[src/rtl/mem_arb_pkg.sv]
// Shared definitions for the three-way main-memory arbiter: requester indices,
// the "no owner" code, the FSM state type and the round-robin step helper.
package mem_arb_pkg;

  localparam logic [1:0] REQ_LDR    = 2'd0;
  localparam logic [1:0] REQ_CPU    = 2'd1;
  localparam logic [1:0] REQ_UART   = 2'd2;
  localparam logic [1:0] OWNER_NONE = 2'd3;

  typedef enum logic {
    IDLE,
    OWN
  } state_t;

  // Next requester index in rotation, wrapping 2 -> 0.
  function automatic logic [1:0] rr_inc(input logic [1:0] idx);
    return (idx >= REQ_UART) ? REQ_LDR : idx + 2'd1;
  endfunction

endpackage

[src/rtl/mem_arb_if.sv]
// Requester-side bundle of the memory arbiter: per-requester request/write
// lanes in, grant/read-valid/read-data/owner out.
interface mem_arb_if #(
  parameter int AW = 19,
  parameter int DW = 8
);
  logic [2:0]      req_i;
  logic [2:0]      we_i;
  logic [3*AW-1:0] ad_i;
  logic [3*DW-1:0] wd_i;
  logic [2:0]      gnt_o;
  logic [2:0]      rvalid_o;
  logic [DW-1:0]   rd_o;
  logic [1:0]      owner_o;

  modport master (
    output req_i, we_i, ad_i, wd_i,
    input  gnt_o, rvalid_o, rd_o, owner_o
  );

  modport slave (
    input  req_i, we_i, ad_i, wd_i,
    output gnt_o, rvalid_o, rd_o, owner_o
  );
endinterface

[src/rtl/mem_arb_rr_pick.sv]
// Combinational 3-way round-robin picker: the first requesting index after
// i_last (mod 3) wins; o_found is low when nothing requests.
module rr_pick
  import mem_arb_pkg::*;
(
  input  logic [2:0] i_req,
  input  logic [1:0] i_last,
  output logic [1:0] o_winner,
  output logic       o_found
);

  logic [1:0] w_c1, w_c2, w_c3;

  assign w_c1 = rr_inc(i_last);
  assign w_c2 = rr_inc(w_c1);
  assign w_c3 = rr_inc(w_c2);

  always_comb begin
    // NOTE: every output gets a default before the branches so no latch is inferred.
    o_winner = OWNER_NONE;
    o_found  = 1'b0;
    if (i_req[w_c1]) begin
      o_winner = w_c1;
      o_found  = 1'b1;
    end else if (i_req[w_c2]) begin
      o_winner = w_c2;
      o_found  = 1'b1;
    end else if (i_req[w_c3]) begin
      o_winner = w_c3;
      o_found  = 1'b1;
    end
  end

endmodule

[src/rtl/mem_arb.sv]
// Round-robin arbiter sharing memory port A between loader, CPU and UART.
// Define MEM_ARB_BURST_LIMIT_EN to revoke a grant after BURST_MAX beats when others wait.
module mem_arb
  import mem_arb_pkg::*;
#(
  parameter int AW        = 19,
  parameter int DW        = 8,
  parameter int BURST_MAX = 16
) (
  input  logic          clk,
  input  logic          rst_n,
  mem_arb_if.slave      bus,
  output logic          mem_we,
  output logic [AW-1:0] mem_ad,
  output logic [DW-1:0] mem_wd,
  input  logic [DW-1:0] mem_rd
);

  state_t     r_state;
  logic [1:0] r_owner;
  logic [1:0] r_last;
  logic [2:0] r_gnt;
  logic [2:0] r_rvalid;

  logic       w_beat;
  logic       w_own_we;
  logic       w_revoke;
  logic       w_arb;
  logic [1:0] w_winner;
  logic       w_found;

  // r_gnt is one-hot or zero, so masking avoids indexing with OWNER_NONE.
  assign w_beat   = |(r_gnt & bus.req_i);
  assign w_own_we = |(r_gnt & bus.we_i);
  assign w_arb    = (r_state == IDLE) || !w_beat || w_revoke;

  rr_pick u_pick (
    .i_req    (bus.req_i),
    .i_last   (r_last),
    .o_winner (w_winner),
    .o_found  (w_found)
  );

`ifdef MEM_ARB_BURST_LIMIT_EN
  localparam int CW = $clog2(BURST_MAX) + 1;
  logic [CW-1:0] r_cnt;

  assign w_revoke = w_beat && (r_cnt >= CW'(BURST_MAX - 1)) && |(bus.req_i & ~r_gnt);

  always_ff @(posedge clk or negedge rst_n) begin
    if (!rst_n) begin
      r_cnt <= '0;
    end else if (w_arb) begin
      r_cnt <= '0;
    end else if (w_beat && (r_cnt < CW'(BURST_MAX))) begin
      r_cnt <= r_cnt + 1'b1;
    end
  end
`else
  wire w_unused_burst_max = (BURST_MAX > 0);
  assign w_revoke = 1'b0;
`endif

  // Single FSM block; all outputs registered.
  always_ff @(posedge clk or negedge rst_n) begin
    if (!rst_n) begin
      r_state  <= IDLE;
      r_owner  <= OWNER_NONE;
      r_last   <= REQ_UART;
      r_gnt    <= 3'b000;
      r_rvalid <= 3'b000;
    end else begin
      // NOTE: non-blocking assignments so every flop samples pre-edge values.
      r_rvalid <= (w_beat && !w_own_we) ? r_gnt : 3'b000;
      if (w_arb) begin
        if (w_found) begin
          r_state <= OWN;
          r_owner <= w_winner;
          r_last  <= w_winner;
          r_gnt   <= 3'b001 << w_winner;
        end else begin
          r_state <= IDLE;
          r_owner <= OWNER_NONE;
          r_gnt   <= 3'b000;
        end
      end
    end
  end

  always_comb begin
    mem_ad = '0;
    mem_wd = '0;
    case (r_owner)
      REQ_LDR: begin
        mem_ad = bus.ad_i[0*AW +: AW];
        mem_wd = bus.wd_i[0*DW +: DW];
      end
      REQ_CPU: begin
        mem_ad = bus.ad_i[1*AW +: AW];
        mem_wd = bus.wd_i[1*DW +: DW];
      end
      REQ_UART: begin
        mem_ad = bus.ad_i[2*AW +: AW];
        mem_wd = bus.wd_i[2*DW +: DW];
      end
      default: ;
    endcase
  end

  assign mem_we       = w_beat && w_own_we;
  assign bus.gnt_o    = r_gnt;
  assign bus.rvalid_o = r_rvalid;
  assign bus.owner_o  = r_owner;
  assign bus.rd_o     = mem_rd;

endmodule

[src/flat_wrapper.sv]
// flat-port wrapper written by rule: the top's interface ports become plain ports
module mem_arb_flat import mem_arb_pkg::*;
#(
  parameter int AW        = 19,
  parameter int DW        = 8,
  parameter int BURST_MAX = 16
)
  (clk, rst_n, mem_we, mem_ad, mem_wd, mem_rd, bus_req_i, bus_we_i, bus_ad_i, bus_wd_i, bus_gnt_o, bus_rvalid_o, bus_rd_o, bus_owner_o);
  mem_arb_if #(.AW(AW), .DW(DW)) bus_i ();
  input  logic clk;
  input  logic rst_n;
  output logic mem_we;
  output logic [AW-1:0] mem_ad;
  output logic [DW-1:0] mem_wd;
  input  logic [DW-1:0] mem_rd;
  input wire logic [$bits(bus_i.req_i)-1:0] bus_req_i;
  input wire logic [$bits(bus_i.we_i)-1:0] bus_we_i;
  input wire logic [$bits(bus_i.ad_i)-1:0] bus_ad_i;
  input wire logic [$bits(bus_i.wd_i)-1:0] bus_wd_i;
  output wire logic [$bits(bus_i.gnt_o)-1:0] bus_gnt_o;
  output wire logic [$bits(bus_i.rvalid_o)-1:0] bus_rvalid_o;
  output wire logic [$bits(bus_i.rd_o)-1:0] bus_rd_o;
  output wire logic [$bits(bus_i.owner_o)-1:0] bus_owner_o;
  assign bus_i.req_i = bus_req_i;
  assign bus_i.we_i = bus_we_i;
  assign bus_i.ad_i = bus_ad_i;
  assign bus_i.wd_i = bus_wd_i;
  assign bus_gnt_o = bus_i.gnt_o;
  assign bus_rvalid_o = bus_i.rvalid_o;
  assign bus_rd_o = bus_i.rd_o;
  assign bus_owner_o = bus_i.owner_o;
  mem_arb #(.AW(AW), .DW(DW), .BURST_MAX(BURST_MAX)) u_core (.clk(clk), .rst_n(rst_n), .bus(bus_i), .mem_we(mem_we), .mem_ad(mem_ad), .mem_wd(mem_wd), .mem_rd(mem_rd));
endmodule
[config.mk]
export PLATFORM = sky130hd
export DESIGN_NAME = mem_arb_flat
export DESIGN_NICKNAME = d
export VERILOG_FILES = /design/src/rtl/mem_arb_pkg.sv /design/src/rtl/mem_arb_if.sv /design/src/rtl/mem_arb_rr_pick.sv /design/src/rtl/mem_arb.sv /design/src/flat_wrapper.sv
export SDC_FILE = /design/constraint.sdc
export NUM_CORES = 1
export LEC_CHECK = 0
export CORE_ASPECT_RATIO = 0.5
export CORE_UTILIZATION = 28
export CTS_CLUSTER_DIAMETER = 100
export CTS_CLUSTER_SIZE = 40
export DETAILED_ROUTE_END_ITERATION = 7
export GPL_ROUTABILITY_DRIVEN = 0
export GPL_TIMING_DRIVEN = 1
export HOLD_SLACK_MARGIN = 0.12
export PLACE_DENSITY = 0.86
export SYNTH_ARGS = -nofsm -noshare
export SYNTH_HDL_FRONTEND = slang
export SYNTH_SLANG_ARGS = --single-unit
[constraint.sdc]
create_clock -name clk -period 4.8 [get_ports clk]
set_clock_uncertainty 0.2 [all_clocks]
set_input_delay 0.96 -clock clk [delete_from_list [all_inputs] [get_ports clk]]
set_output_delay 0.96 -clock clk [all_outputs]
set_load 0.01 [all_outputs]
==> flow_summary.html, run 1 <==
<table>
<tr><th>Metric</th><th>Value</th></tr>
<tr><th colspan="2">Setup path</th></tr>
<tr><td>Setup slack on the worst flop-to-flop path</td><td>2.98 ns</td></tr>
<tr><td>Max Fanout on Critical Path</td><td>4</td></tr>
<tr><td>Launch point of the worst reg-to-reg path</td><td>u_core.bus.gnt_o[0]$_DFFE_PN0P_</td></tr>
<tr><td>Critical Path AT</td><td>2.54 ns</td></tr>
<tr><td>Path type of the worst setup path</td><td>in2out</td></tr>
<tr><td>WP data required</td><td>3.64 ns</td></tr>
<tr><td>R2r endpoint</td><td>u_core.r_last[0]$_DFFE_PN0P_</td></tr>
<tr><td>Kind of launch point of the worst setup path</td><td>input pin</td></tr>
<tr><td>Nature of the critical path endpoint</td><td>output pin</td></tr>
<tr><td>Reg2Reg Depth</td><td>4</td></tr>
<tr><th colspan="2">Clocking</th></tr>
<tr><td>Setup bufs post-CTS</td><td>0</td></tr>
<tr><td>Total CTS buffers</td><td>3</td></tr>
<tr><td>Number of clock sinks</td><td>11</td></tr>
<tr><td>Post-CTS Hold Fix Bufs</td><td>0</td></tr>
<tr><td>CTS tree</td><td>done</td></tr>
<tr><td>Later-pin clock latency in the skew report</td><td>0.23 ns</td></tr>
<tr><td>CTS clk-pin slew, worst paths</td><td>0.05 ns</td></tr>
<tr><td>CTS Buffer Depth</td><td>2</td></tr>
<tr><td>CTS root buf</td><td>sky130_fd_sc_hd__clkbuf_8</td></tr>
<tr><td>Number of gates resized after CTS</td><td>0</td></tr>
<tr><td>H-tree levels</td><td>1</td></tr>
<tr><th colspan="2">STA</th></tr>
<tr><td>Post-route fraction of the period consumed by the critical path</td><td>0.772</td></tr>
<tr><td>Max Slew Vio Count</td><td>0</td></tr>
<tr><td>Final worst setup slack</td><td>1.10 ns</td></tr>
<tr><td>Unrepaired setup endpoints after global routing</td><td>no</td></tr>
<tr><td>Max frequency</td><td>270 MHz</td></tr>
<tr><td>Slew at the pin with the worst max-slew slack</td><td>0.563 ns</td></tr>
<tr><td>Final sum of negative setup slack</td><td>0 ns</td></tr>
<tr><td>WHS</td><td>0.318 ns</td></tr>
<tr><td>Final setup violation count</td><td>0</td></tr>
<tr><td>Final Hold Fails</td><td>0</td></tr>
<tr><td>Worst max-slew margin expressed relative to the limit</td><td>0.625</td></tr>
<tr><td>Clock period minus worst slack</td><td>3.70 ns</td></tr>
<tr><th colspan="2">Power</th></tr>
<tr><td>Sequential share of power</td><td>0.211</td></tr>
<tr><td>Switching Share</td><td>0.398</td></tr>
<tr><td>Combinational share of power</td><td>0.705</td></tr>
<tr><td>Post-layout total power</td><td>1.09 mW</td></tr>
<tr><td>Sw Pwr</td><td>0.436 mW</td></tr>
<tr><td>Internal</td><td>0.659 mW</td></tr>
<tr><td>Clock power frac</td><td>0.084</td></tr>
<tr><td>Power density of the placed cells</td><td>465 nW/um^2</td></tr>
<tr><td>Lkg Pwr</td><td>0.954 nW</td></tr>
<tr><td>Maximum vdd ir drop</td><td>0.386 mV</td></tr>
<tr><th colspan="2">Yosys</th></tr>
<tr><td>Sequential fraction of the synthesis area</td><td>0.256</td></tr>
<tr><td>Synthesized instance count</td><td>140</td></tr>
<tr><td>Number of nets in the synthesized netlist</td><td>237</td></tr>
<tr><td>Mapped Avg Cell Area</td><td>7.78 um^2</td></tr>
<tr><td>#FFs+latches synth</td><td>11</td></tr>
<tr><td>Area of the mapped netlist</td><td>1090 um^2</td></tr>
<tr><td>Post-synth cell types</td><td>29</td></tr>
<tr><td>Number of synthesis warnings</td><td>0</td></tr>
<tr><th colspan="2">Run</th></tr>
<tr><td>Max-capacitance violation count</td><td>0</td></tr>
<tr><th colspan="2">Floorplanning</th></tr>
<tr><td>Core outline area</td><td>3570 um^2</td></tr>
<tr><td>Chip Height</td><td>46.1 um</td></tr>
<tr><td>Number of ports placed on the die boundary</td><td>141</td></tr>
<tr><td>Die width</td><td>90.2 um</td></tr>
<tr><td>Number of cell rows</td><td>15</td></tr>
<tr><td>Floorplan die area</td><td>4160 um^2</td></tr>
<tr><td>Effective utilization at floorplan</td><td>0.305</td></tr>
<tr><th colspan="2">Route</th></tr>
<tr><td>Violation count after the first detailed-route iteration</td><td>34</td></tr>
<tr><td>Post-route DRC</td><td>0</td></tr>
<tr><td>Post-DRT Antenna Nets</td><td>0</td></tr>
<tr><td>Vias per inst</td><td>4.65</td></tr>
<tr><td>Number of iterations in the first detailed-routing pass</td><td>4</td></tr>
<tr><td>Detail-routed net length per standard cell</td><td>14.2 um</td></tr>
<tr><td>Final routed wirelength across all metal layers</td><td>4.31 mm</td></tr>
<tr><td>DR vias</td><td>1415</td></tr>
<tr><th colspan="2">Final layout</th></tr>
<tr><td>Proportion of layout cells with a drive suffix above 1</td><td>0.0553</td></tr>
<tr><td>Area of all placed cells without fillers</td><td>2350 um^2</td></tr>
<tr><td>Antenna cell count</td><td>0</td></tr>
<tr><td>Cell Count, Final, Fillers Out</td><td>304</td></tr>
<tr><td>Synthesis-to-layout area growth</td><td>116%</td></tr>
<tr><td>Final standard cell utilization of the core</td><td>0.660</td></tr>
<tr><td>Net count, final</td><td>351</td></tr>
<tr><th colspan="2">GRT</th></tr>
<tr><td>Maximum number of pins on one net before global-route repair</td><td>31</td></tr>
<tr><td>Global-route wire length before repair</td><td>6.29 mm</td></tr>
<tr><td>Gr usage total</td><td>0.189</td></tr>
<tr><td>Via count of the first global-routing pass</td><td>1349</td></tr>
<tr><td>Final global-route overflow total</td><td>0</td></tr>
<tr><td>Initial antenna violation count</td><td>0</td></tr>
<tr><th colspan="2">Worst hold path</th></tr>
<tr><td>Origin of the worst min-delay path</td><td>u_core.r_last[1]$_DFFE_PN1P_</td></tr>
<tr><td>Worst Hold End</td><td>u_core.r_last[1]$_DFFE_PN1P_</td></tr>
<tr><td>Type of the tightest min-delay check</td><td>reg2reg</td></tr>
<tr><td>Number of instances on the worst hold path</td><td>2</td></tr>
<tr><th colspan="2">Place</th></tr>
<tr><td>Detailed-placement wirelength estimate</td><td>3.48 mm</td></tr>
<tr><td>Worst setup slack after placement</td><td>1.09 ns</td></tr>
<tr><td>Cell area reported after detailed placement</td><td>2310 um^2</td></tr>
<tr><td>IO Port Bufs</td><td>124</td></tr>
<tr><td>Placed cell count</td><td>300</td></tr>
<tr><th colspan="2">Outcome</th></tr>
<tr><td>Status</td><td>completed</td></tr>
</table>
-- placed cells by master (no fill, tap or decap) --
master / n
sky130_fd_sc_hd__a32o_1: 1
sky130_fd_sc_hd__and2_1: 3
sky130_fd_sc_hd__clkbuf_8: 3
sky130_fd_sc_hd__inv_1: 1
sky130_fd_sc_hd__dfrtp_1: 8
sky130_fd_sc_hd__a31o_1: 1
sky130_fd_sc_hd__a22o_2: 1
sky130_fd_sc_hd__nand2_1: 30
sky130_fd_sc_hd__mux2i_1: 27
sky130_fd_sc_hd__nand2b_1: 1
sky130_fd_sc_hd__nor2_1: 5
sky130_fd_sc_hd__a21boi_0: 1
sky130_fd_sc_hd__o2bb2ai_1: 1
sky130_fd_sc_hd__and2_2: 1
sky130_fd_sc_hd__clkdlybuf4s50_1: 124
sky130_fd_sc_hd__buf_4: 2
sky130_fd_sc_hd__nor2b_2: 2
sky130_fd_sc_hd__and2b_2: 1
sky130_fd_sc_hd__a31oi_1: 1
sky130_fd_sc_hd__clkbuf_1: 1
sky130_fd_sc_hd__o21ai_1: 1
sky130_fd_sc_hd__or2b_2: 1
sky130_fd_sc_hd__a222oi_1: 2
sky130_fd_sc_hd__a21oi_1: 1
sky130_fd_sc_hd__dfstp_2: 3
sky130_fd_sc_hd__o21ai_0: 27
sky130_fd_sc_hd__o31ai_1: 1
sky130_fd_sc_hd__a22oi_1: 1
sky130_fd_sc_hd__or3_1: 1
-- registers in the layout (all words and copies together), names as in the netlist --
register	cells
u_core.bus.owner_o	2
u_core.bus.gnt_o	3
u_core.bus.rvalid_o	3
u_core.r_state	1
u_core.r_last	2
-- synthesized netlist by cell type (all sizes together) --
cell     count  share of area
or3          1         0.0058
o31ai        1         0.0069
nor2b        2          0.014
dfstp        3          0.072
nor2         5          0.017
a21boi       1         0.0069
a31oi        1         0.0058
clkbuf       3          0.010
and2         4          0.024
a22oi        1         0.0069
a31o         1         0.0080
a32o         1         0.0092
inv          1         0.0034
buf         14          0.083
nand2b       1         0.0058
a21oi        1         0.0046
mux2i       27           0.25
o2bb2ai      1         0.0080
dfrtp        8           0.18
a222oi       2          0.018
or2b         1         0.0080
and2b        1         0.0080
o21ai       28           0.13
a22o         1         0.0092
nand2       30           0.10
-- final cells by class --
cell class / instances / area [um^2]
sequential: 11 / 279
fill: 310 / 1210
timing repair buffer: 126 / 1260
tap: 51 / 63.8
clock buffer: 4 / 45.0
inverter: 1 / 3.75
multi-input combinational: 111 / 707
-- cells by family (layout without fill, tap and decap cells) --
group,count (synthesis),count (layout),share of synthesized area
and+or+nand+nor,45,45,0.186
AOI/OAI and AO/OA,39,39,0.213
DFF,11,11,0.256
muxes,27,27,0.248
buffers and inverters,18,131,0.0966
-- layer usage --
layer | global-route usage | part of all wire | wire length [um] | vias up
met5 | 0 | 0 | 0 | -
met4 | 0.0645 | 0.0086 | 37 | 0
met3 | 0.0215 | 0.037 | 161 | 6
met2 | 0.376 | 0.54 | 2330 | 43
met1 | 0.223 | 0.41 | 1780 | 656
li1 | - | - | - | 710
-- critical path, stage by stage --
cell                              delay (ns)
sky130_fd_sc_hd__clkdlybuf4s50_1        0.46
sky130_fd_sc_hd__a222oi_1               0.54
sky130_fd_sc_hd__nor2_1                 0.08
sky130_fd_sc_hd__clkdlybuf4s50_1        0.50
-- how the worst max path moves through the flow --
stage | slack [ns] | cells after the start | end | start
floorplan | 2.08 | 2 | mem_we | bus_req_i[0]
global placement | 1.12 | 4 | mem_we | bus_req_i[0]
CTS | 1.08 | 4 | mem_we | bus_req_i[0]
finish | 1.10 | 4 | mem_we | bus_req_i[0]
detailed placement | 1.09 | 4 | mem_we | bus_req_i[0]
global route | 0.93 | 5 | mem_ad[3] | u_core.bus.owner_o[1]$_DFFE_PN1P_
-- power groups by stage --
stage               Sequential [mW]  Clock, mW  Combinational [mW]
floorplan                     0.172          0               0.404
global placement              0.231          0               0.758
detailed placement            0.231          0               0.772
CTS                           0.231     0.0898               0.776
global route                  0.242     0.0958               0.828
finish                        0.231     0.0921               0.772
No activity file was read; power rests on OpenSTA's default activity.
==> run 2, diff against run 1 <==
--- a/config.mk
+++ b/config.mk
@@ -6,14 +6,14 @@
 export NUM_CORES = 1
 export LEC_CHECK = 0
 export CORE_ASPECT_RATIO = 0.5
-export CORE_UTILIZATION = 28
+export CORE_UTILIZATION = 26
 export CTS_CLUSTER_DIAMETER = 100
 export CTS_CLUSTER_SIZE = 40
 export DETAILED_ROUTE_END_ITERATION = 7
 export GPL_ROUTABILITY_DRIVEN = 0
 export GPL_TIMING_DRIVEN = 1
 export HOLD_SLACK_MARGIN = 0.12
-export PLACE_DENSITY = 0.86
+export PLACE_DENSITY = 0.81
 export SYNTH_ARGS = -nofsm -noshare
 export SYNTH_HDL_FRONTEND = slang
 export SYNTH_SLANG_ARGS = --single-unit
==> constraint.sdc (replaced) <==
create_clock -name clk -period 3.42 [get_ports clk]
set_clock_uncertainty 0.2 [all_clocks]
set_input_delay 0.684 -clock clk [delete_from_list [all_inputs] [get_ports clk]]
set_output_delay 0.684 -clock clk [all_outputs]
set_load 0.01 [all_outputs]
==> flow_summary.html, run 2 (synthesized netlist as in run 1, its figures left out) <==
<table>
<tr><th>Metric</th><th>Value</th></tr>
<tr><th colspan="2">Power</th></tr>
<tr><td>Power density of the placed cells</td><td>649 nW/um^2</td></tr>
<tr><td>Maximum vdd ir drop</td><td>0.394 mV</td></tr>
<tr><td>Lkg Pwr</td><td>0.961 nW</td></tr>
<tr><th colspan="2">Clocking</th></tr>
<tr><td>Number of clock sinks</td><td>11</td></tr>
<tr><td>CTS Buffer Depth</td><td>2</td></tr>
<tr><td>CTS clk-pin slew, worst paths</td><td>0.05 ns</td></tr>
<tr><td>Setup bufs post-CTS</td><td>0</td></tr>
<tr><td>H-tree levels</td><td>1</td></tr>
<tr><td>Total CTS buffers</td><td>3</td></tr>
<tr><td>Post-CTS Hold Fix Bufs</td><td>0</td></tr>
<tr><td>Later-pin clock latency in the skew report</td><td>0.24 ns</td></tr>
<tr><td>CTS tree</td><td>done</td></tr>
<tr><td>CTS root buf</td><td>sky130_fd_sc_hd__clkbuf_8</td></tr>
<tr><th colspan="2">Route</th></tr>
<tr><td>Number of iterations in the first detailed-routing pass</td><td>5</td></tr>
<tr><td>Vias per inst</td><td>4.60</td></tr>
<tr><td>Post-route DRC</td><td>0</td></tr>
<tr><td>Detail-routed net length per standard cell</td><td>13.4 um</td></tr>
<tr><td>Violation count after the first detailed-route iteration</td><td>39</td></tr>
<tr><td>Post-DRT Antenna Nets</td><td>0</td></tr>
<tr><td>DR vias</td><td>1416</td></tr>
<tr><td>Final routed wirelength across all metal layers</td><td>4.14 mm</td></tr>
<tr><th colspan="2">GRT</th></tr>
<tr><td>Maximum number of pins on one net before global-route repair</td><td>30</td></tr>
<tr><td>Final global-route overflow total</td><td>0</td></tr>
<tr><td>Via count of the first global-routing pass</td><td>1283</td></tr>
<tr><td>Initial antenna violation count</td><td>0</td></tr>
<tr><td>Gr usage total</td><td>0.170</td></tr>
<tr><td>Global-route wire length before repair</td><td>5.82 mm</td></tr>
<tr><th colspan="2">Final layout</th></tr>
<tr><td>Cell Count, Final, Fillers Out</td><td>308</td></tr>
<tr><td>Synthesis-to-layout area growth</td><td>118%</td></tr>
<tr><td>Most common cell after layout, fill and taps aside</td><td>sky130_fd_sc_hd__clkdlybuf4s50_1</td></tr>
<tr><td>Proportion of layout cells with a drive suffix above 1</td><td>0.0591</td></tr>
<tr><td>Final standard cell utilization of the core</td><td>0.598</td></tr>
<tr><td>Area of all placed cells without fillers</td><td>2370 um^2</td></tr>
<tr><td>Antenna cell count</td><td>0</td></tr>
<tr><td>Net count, final</td><td>352</td></tr>
<tr><td>Most used cells in the layout excluding fill and tap cells</td><td>124 x sky130_fd_sc_hd__clkdlybuf4s50_1, 30 x sky130_fd_sc_hd__nand2_1, 27 x sky130_fd_sc_hd__mux2i_1, 27 x sky130_fd_sc_hd__o21ai_0, 8 x sky130_fd_sc_hd__dfrtp_1</td></tr>
<tr><th colspan="2">Run</th></tr>
<tr><td>Max-capacitance violation count</td><td>0</td></tr>
<tr><th colspan="2">Place</th></tr>
<tr><td>Cell area reported after detailed placement</td><td>2320 um^2</td></tr>
<tr><td>Placed cell count</td><td>304</td></tr>
<tr><td>Detailed-placement wirelength estimate</td><td>3.33 mm</td></tr>
<tr><td>IO Port Bufs</td><td>124</td></tr>
<tr><th colspan="2">STA</th></tr>
<tr><td>Final sum of negative setup slack</td><td>0 ns</td></tr>
<tr><td>Worst max-slew margin expressed relative to the limit</td><td>0.582</td></tr>
<tr><td>Slew at the pin with the worst max-slew slack</td><td>0.626 ns</td></tr>
<tr><td>Final Hold Fails</td><td>0</td></tr>
<tr><td>Max frequency</td><td>316 MHz</td></tr>
<tr><td>Post-route fraction of the period consumed by the critical path</td><td>0.924</td></tr>
<tr><td>Unrepaired setup endpoints after global routing</td><td>no</td></tr>
<tr><td>WHS</td><td>0.322 ns</td></tr>
<tr><td>Max Slew Vio Count</td><td>0</td></tr>
<tr><td>Final setup violation count</td><td>0</td></tr>
<tr><td>Clock period minus worst slack</td><td>3.16 ns</td></tr>
<tr><th colspan="2">Setup path</th></tr>
<tr><td>Critical Path AT</td><td>2.28 ns</td></tr>
<tr><td>Path type of the worst setup path</td><td>reg2out</td></tr>
<tr><td>WP data required</td><td>2.54 ns</td></tr>
<tr><td>Kind of launch point of the worst setup path</td><td>register</td></tr>
<tr><td>Nature of the critical path endpoint</td><td>output pin</td></tr>
<tr><td>Max Fanout on Critical Path</td><td>18</td></tr>
<tr><th colspan="2">Floorplanning</th></tr>
<tr><td>Number of cell rows</td><td>16</td></tr>
<tr><td>Number of ports placed on the die boundary</td><td>141</td></tr>
<tr><td>Effective utilization at floorplan</td><td>0.275</td></tr>
<tr><td>Floorplan die area</td><td>4470 um^2</td></tr>
<tr><td>Die width</td><td>93.5 um</td></tr>
<tr><td>Chip Height</td><td>47.8 um</td></tr>
<tr><td>Core outline area</td><td>3960 um^2</td></tr>
<tr><th colspan="2">Outcome</th></tr>
<tr><td>Status</td><td>completed</td></tr>
<tr><th colspan="2">Worst hold path</th></tr>
<tr><td>Type of the tightest min-delay check</td><td>reg2reg</td></tr>
</table>
## run 2: cell types whose count changed in the layout (fill, tap and decap cells not counted)
cell	delta
sky130_fd_sc_hd__nor2b_2	-1
sky130_fd_sc_hd__buf_4	+1
sky130_fd_sc_hd__nor2b_4	+1
## run 2: metal layers
layer | GRT usage | vias to the layer above | share of wire
met2 | 0.340 | 45 | 0.53
met3 | 0.0508 | 2 | 0.070
met4 | 0.0462 | 0 | 0.0041
met1 | 0.185 | 649 | 0.39
met5 | 0 | - | 0
li1 | - | 720 | -
## run 2: repair_timing
item / 4_1_cts / 5_1_grt
hold endpoints to repair: 0 / 0
setup endpoints to repair: 0 / 13
gates resized for setup: 0 / 1
## run 2: layout make-up
cell class | count | area [um^2]
Clock buffer | 4 | 45.0
Inverter | 1 | 3.75
Timing Repair Buffer | 127 | 1260
Sequential cell | 11 | 279
Tap cell | 54 | 67.6
Fill cell | 355 | 1590
Multi-Input combinational cell | 111 | 712
## run 2: worst max-delay path: stages (launching register included)
cell	delay (ns)
sky130_fd_sc_hd__dfstp_2	0.78
sky130_fd_sc_hd__buf_4	0.39
sky130_fd_sc_hd__mux2i_1	0.13
sky130_fd_sc_hd__o21ai_0	0.17
sky130_fd_sc_hd__clkdlybuf4s50_1	0.57
## run 2: stage by stage
step           power, mW  setup slack (ns)
2_1_floorplan      0.808              1.07
5_1_grt             1.64             0.153
6_report            1.54             0.259
3_3_place_gp        1.39             0.345
3_5_place_dp        1.42             0.348
4_1_cts             1.55            0.0833
## run 2: path summary, 6_finish.rpt
path                                                        start                                end  slack [ns]  cells past startpoint
min in group asynchronous                                   rst_n         u_core.r_state$_DFFE_PN0P_        0.58                      1
worst min-delay path                 u_core.r_last[1]$_DFFE_PN1P_       u_core.r_last[1]$_DFFE_PN1P_        0.32                      2
worst min register to register       u_core.r_last[1]$_DFFE_PN1P_       u_core.r_last[1]$_DFFE_PN1P_        0.32                      2
worst max register to register    u_core.bus.gnt_o[0]$_DFFE_PN0P_       u_core.r_last[0]$_DFFE_PN0P_        1.73                      5
worst max-delay path            u_core.bus.owner_o[0]$_DFFE_PN1P_                          mem_ad[7]        0.26                      4
max in group asynchronous                                   rst_n  u_core.bus.owner_o[1]$_DFFE_PN1P_        2.08                      1
## run 2: where the power goes
| part | internal (mW) | switching [mW] |
|---|---|---|
| logic | 0.663 | 0.484 |
| registers | 0.192 | 0.0742 |
| clock network | 0.0815 | 0.0448 |
==> run 3, diff against run 2 <==
--- a/config.mk
+++ b/config.mk
@@ -5,7 +5,7 @@
 export SDC_FILE = /design/constraint.sdc
 export NUM_CORES = 1
 export LEC_CHECK = 0
-export CORE_ASPECT_RATIO = 0.5
+export CORE_ASPECT_RATIO = 2
 export CORE_UTILIZATION = 26
 export CTS_CLUSTER_DIAMETER = 100
 export CTS_CLUSTER_SIZE = 40
==> flow_summary.html, run 3 (synthesized netlist as in run 1, its figures left out) <==
<table>
<tr><th>Metric</th><th>Value</th></tr>
<tr><th colspan="2">Outcome</th></tr>
<tr><td>Status</td><td>completed</td></tr>
<tr><th colspan="2">STA</th></tr>
<tr><td>Max frequency</td><td>327 MHz</td></tr>
<tr><td>Unrepaired setup endpoints after global routing</td><td>no</td></tr>
<tr><td>Clock period minus worst slack</td><td>3.06 ns</td></tr>
<tr><td>Max Slew Vio Count</td><td>0</td></tr>
<tr><td>Worst max-slew margin expressed relative to the limit</td><td>0.637</td></tr>
<tr><td>Post-route fraction of the period consumed by the critical path</td><td>0.895</td></tr>
<tr><td>Final Hold Fails</td><td>0</td></tr>
<tr><td>Slew at the pin with the worst max-slew slack</td><td>0.542 ns</td></tr>
<tr><td>Final setup violation count</td><td>0</td></tr>
<tr><td>Final sum of negative setup slack</td><td>0 ns</td></tr>
<tr><th colspan="2">Clocking</th></tr>
<tr><td>CTS root buf</td><td>sky130_fd_sc_hd__clkbuf_8</td></tr>
<tr><td>CTS tree</td><td>done</td></tr>
<tr><td>H-tree levels</td><td>1</td></tr>
<tr><td>Setup bufs post-CTS</td><td>0</td></tr>
<tr><td>CTS clk-pin slew, worst paths</td><td>0.05 ns</td></tr>
<tr><td>Total CTS buffers</td><td>3</td></tr>
<tr><td>Number of clock sinks</td><td>11</td></tr>
<tr><td>Later-pin clock latency in the skew report</td><td>0.23 ns</td></tr>
<tr><td>Number of gates resized after CTS</td><td>0</td></tr>
<tr><td>Post-CTS Hold Fix Bufs</td><td>0</td></tr>
<tr><td>CTS Buffer Depth</td><td>2</td></tr>
<tr><th colspan="2">Power</th></tr>
<tr><td>Post-layout total power</td><td>1.56 mW</td></tr>
<tr><td>Maximum vdd ir drop</td><td>0.533 mV</td></tr>
<tr><td>Lkg Pwr</td><td>0.968 nW</td></tr>
<tr><td>Power density of the placed cells</td><td>653 nW/um^2</td></tr>
<tr><th colspan="2">Place</th></tr>
<tr><td>Placed cell count</td><td>303</td></tr>
<tr><td>Detailed-placement wirelength estimate</td><td>3.47 mm</td></tr>
<tr><td>IO Port Bufs</td><td>124</td></tr>
<tr><td>Cell area reported after detailed placement</td><td>2340 um^2</td></tr>
<tr><th colspan="2">Setup path</th></tr>
<tr><td>Nature of the critical path endpoint</td><td>output pin</td></tr>
<tr><td>Kind of launch point of the worst setup path</td><td>input pin</td></tr>
<tr><td>Max Fanout on Critical Path</td><td>4</td></tr>
<tr><td>WP data required</td><td>2.54 ns</td></tr>
<tr><td>CP max stage delay</td><td>0.48 ns</td></tr>
<tr><td>Crit-path most repeated cell</td><td>sky130_fd_sc_hd__clkdlybuf4s50_1</td></tr>
<tr><td>Critical Path AT</td><td>2.18 ns</td></tr>
<tr><td>Setup slack on the worst flop-to-flop path</td><td>1.70 ns</td></tr>
<tr><td>Slowest cell on the critical path</td><td>sky130_fd_sc_hd__clkdlybuf4s50_1</td></tr>
<tr><td>Path type of the worst setup path</td><td>in2out</td></tr>
<tr><td>Cells traversed along the worst timing path</td><td>clkdlybuf4s50_1 &gt; a222oi_1 &gt; buf_4 &gt; nor2_1 &gt; clkdlybuf4s50_1</td></tr>
<tr><th colspan="2">Floorplanning</th></tr>
<tr><td>Number of ports placed on the die boundary</td><td>141</td></tr>
<tr><td>Core outline area</td><td>4050 um^2</td></tr>
<tr><td>Chip Height</td><td>93.5 um</td></tr>
<tr><td>Effective utilization at floorplan</td><td>0.269</td></tr>
<tr><td>Floorplan die area</td><td>4470 um^2</td></tr>
<tr><td>Die width</td><td>47.8 um</td></tr>
<tr><td>Number of cell rows</td><td>33</td></tr>
<tr><th colspan="2">Route</th></tr>
<tr><td>Violation count after the first detailed-route iteration</td><td>10</td></tr>
<tr><td>Vias per inst</td><td>4.79</td></tr>
<tr><td>Final routed wirelength across all metal layers</td><td>4.17 mm</td></tr>
<tr><td>DR vias</td><td>1470</td></tr>
<tr><td>Post-DRT Antenna Nets</td><td>0</td></tr>
<tr><td>Number of iterations in the first detailed-routing pass</td><td>6</td></tr>
<tr><td>Detail-routed net length per standard cell</td><td>13.6 um</td></tr>
<tr><td>Post-route DRC</td><td>0</td></tr>
<tr><th colspan="2">GRT</th></tr>
<tr><td>Final global-route overflow total</td><td>0</td></tr>
<tr><td>Initial antenna violation count</td><td>0</td></tr>
<tr><td>Global-route wire length before repair</td><td>5.99 mm</td></tr>
<tr><td>Via count of the first global-routing pass</td><td>1425</td></tr>
<tr><td>Gr usage total</td><td>0.175</td></tr>
<tr><td>Maximum number of pins on one net before global-route repair</td><td>30</td></tr>
<tr><th colspan="2">Run</th></tr>
<tr><td>Max-capacitance violation count</td><td>0</td></tr>
<tr><th colspan="2">Final layout</th></tr>
<tr><td>Proportion of layout cells with a drive suffix above 1</td><td>0.0627</td></tr>
<tr><td>Most common cell after layout, fill and taps aside</td><td>sky130_fd_sc_hd__clkdlybuf4s50_1</td></tr>
<tr><td>Synthesis-to-layout area growth</td><td>119%</td></tr>
<tr><td>Cell Count, Final, Fillers Out</td><td>307</td></tr>
<tr><td>Most used cells in the layout excluding fill and tap cells</td><td>124 x sky130_fd_sc_hd__clkdlybuf4s50_1, 30 x sky130_fd_sc_hd__nand2_1, 27 x sky130_fd_sc_hd__mux2i_1, 27 x sky130_fd_sc_hd__o21ai_0, 8 x sky130_fd_sc_hd__dfrtp_1</td></tr>
<tr><td>Area of all placed cells without fillers</td><td>2380 um^2</td></tr>
<tr><td>Net count, final</td><td>353</td></tr>
<tr><td>Antenna cell count</td><td>0</td></tr>
<tr><th colspan="2">Worst hold path</th></tr>
<tr><td>Type of the tightest min-delay check</td><td>reg2reg</td></tr>
</table>
==> run 3: cell count changes in the layout (fill, tap and decap cells not counted) <==
cell and delta:
sky130_fd_sc_hd__buf_12 +1, sky130_fd_sc_hd__nor2b_2 +1, sky130_fd_sc_hd__nor2b_4 -1
==> run 3: through the flow <==
step / setup WS [ns] / hold slack, ns / util
detailed placement: 0.369 / 0.317 / 0.578
global route: 0.263 / 0.344 / 0.589
finish: 0.359 / 0.325 / 0.589
floorplan: 1.07 / 0.188 / -
CTS: 0.357 / 0.326 / 0.589
global placement: 0.366 / 0.317 / 0.578
==> run 3: where the power goes <==
part | total [mW] | leakage [nW] | internal [mW] | switching [mW]
Sequential | 0.264 | 0.134 | 0.192 | 0.0727
Clock | 0.126 | 0.0228 | 0.0815 | 0.0445
Combinational | 1.17 | 0.812 | 0.679 | 0.486
==> run 3: worst max-delay path, delay by kind of cell <==
family,cells,cell delay (ns)
compound gates,1,0.33
simple gates,1,0.04
buf+inv,3,1.12
==> run 3: layout make-up <==
type / instances / area (um^2)
timing repair buffer: 128 / 1280
inverter: 1 / 3.75
multi-input combinational: 111 / 707
fill: 388 / 1660
tap: 52 / 65.1
clock buffer: 4 / 45.0
sequential: 11 / 279
==> run 3: worst paths after layout <==
check | from | endpoint | cells past startpoint
worst min-delay path | u_core.r_last[1]$_DFFE_PN1P_ | u_core.r_last[1]$_DFFE_PN1P_ | 2
max in group asynchronous | rst_n | u_core.bus.owner_o[1]$_DFFE_PN1P_ | 1
worst max-delay path | bus_req_i[0] | mem_we | 5
worst min register to register | u_core.r_last[1]$_DFFE_PN1P_ | u_core.r_last[1]$_DFFE_PN1P_ | 2
min in group asynchronous | rst_n | u_core.bus.gnt_o[1]$_DFFE_PN0P_ | 1
worst max register to register | u_core.bus.gnt_o[0]$_DFFE_PN0P_ | u_core.r_last[0]$_DFFE_PN0P_ | 5
==> run 3: routing by layer <==
metal / vias to the layer above / global-route usage / routed length, um
li1: 716 / - / -
met1: 670 / 0.175 / 1420
met2: 80 / 0.341 / 2260
met3: 4 / 0.0309 / 423
met4: 0 / 0.0347 / 68
met5: - / 0 / 0
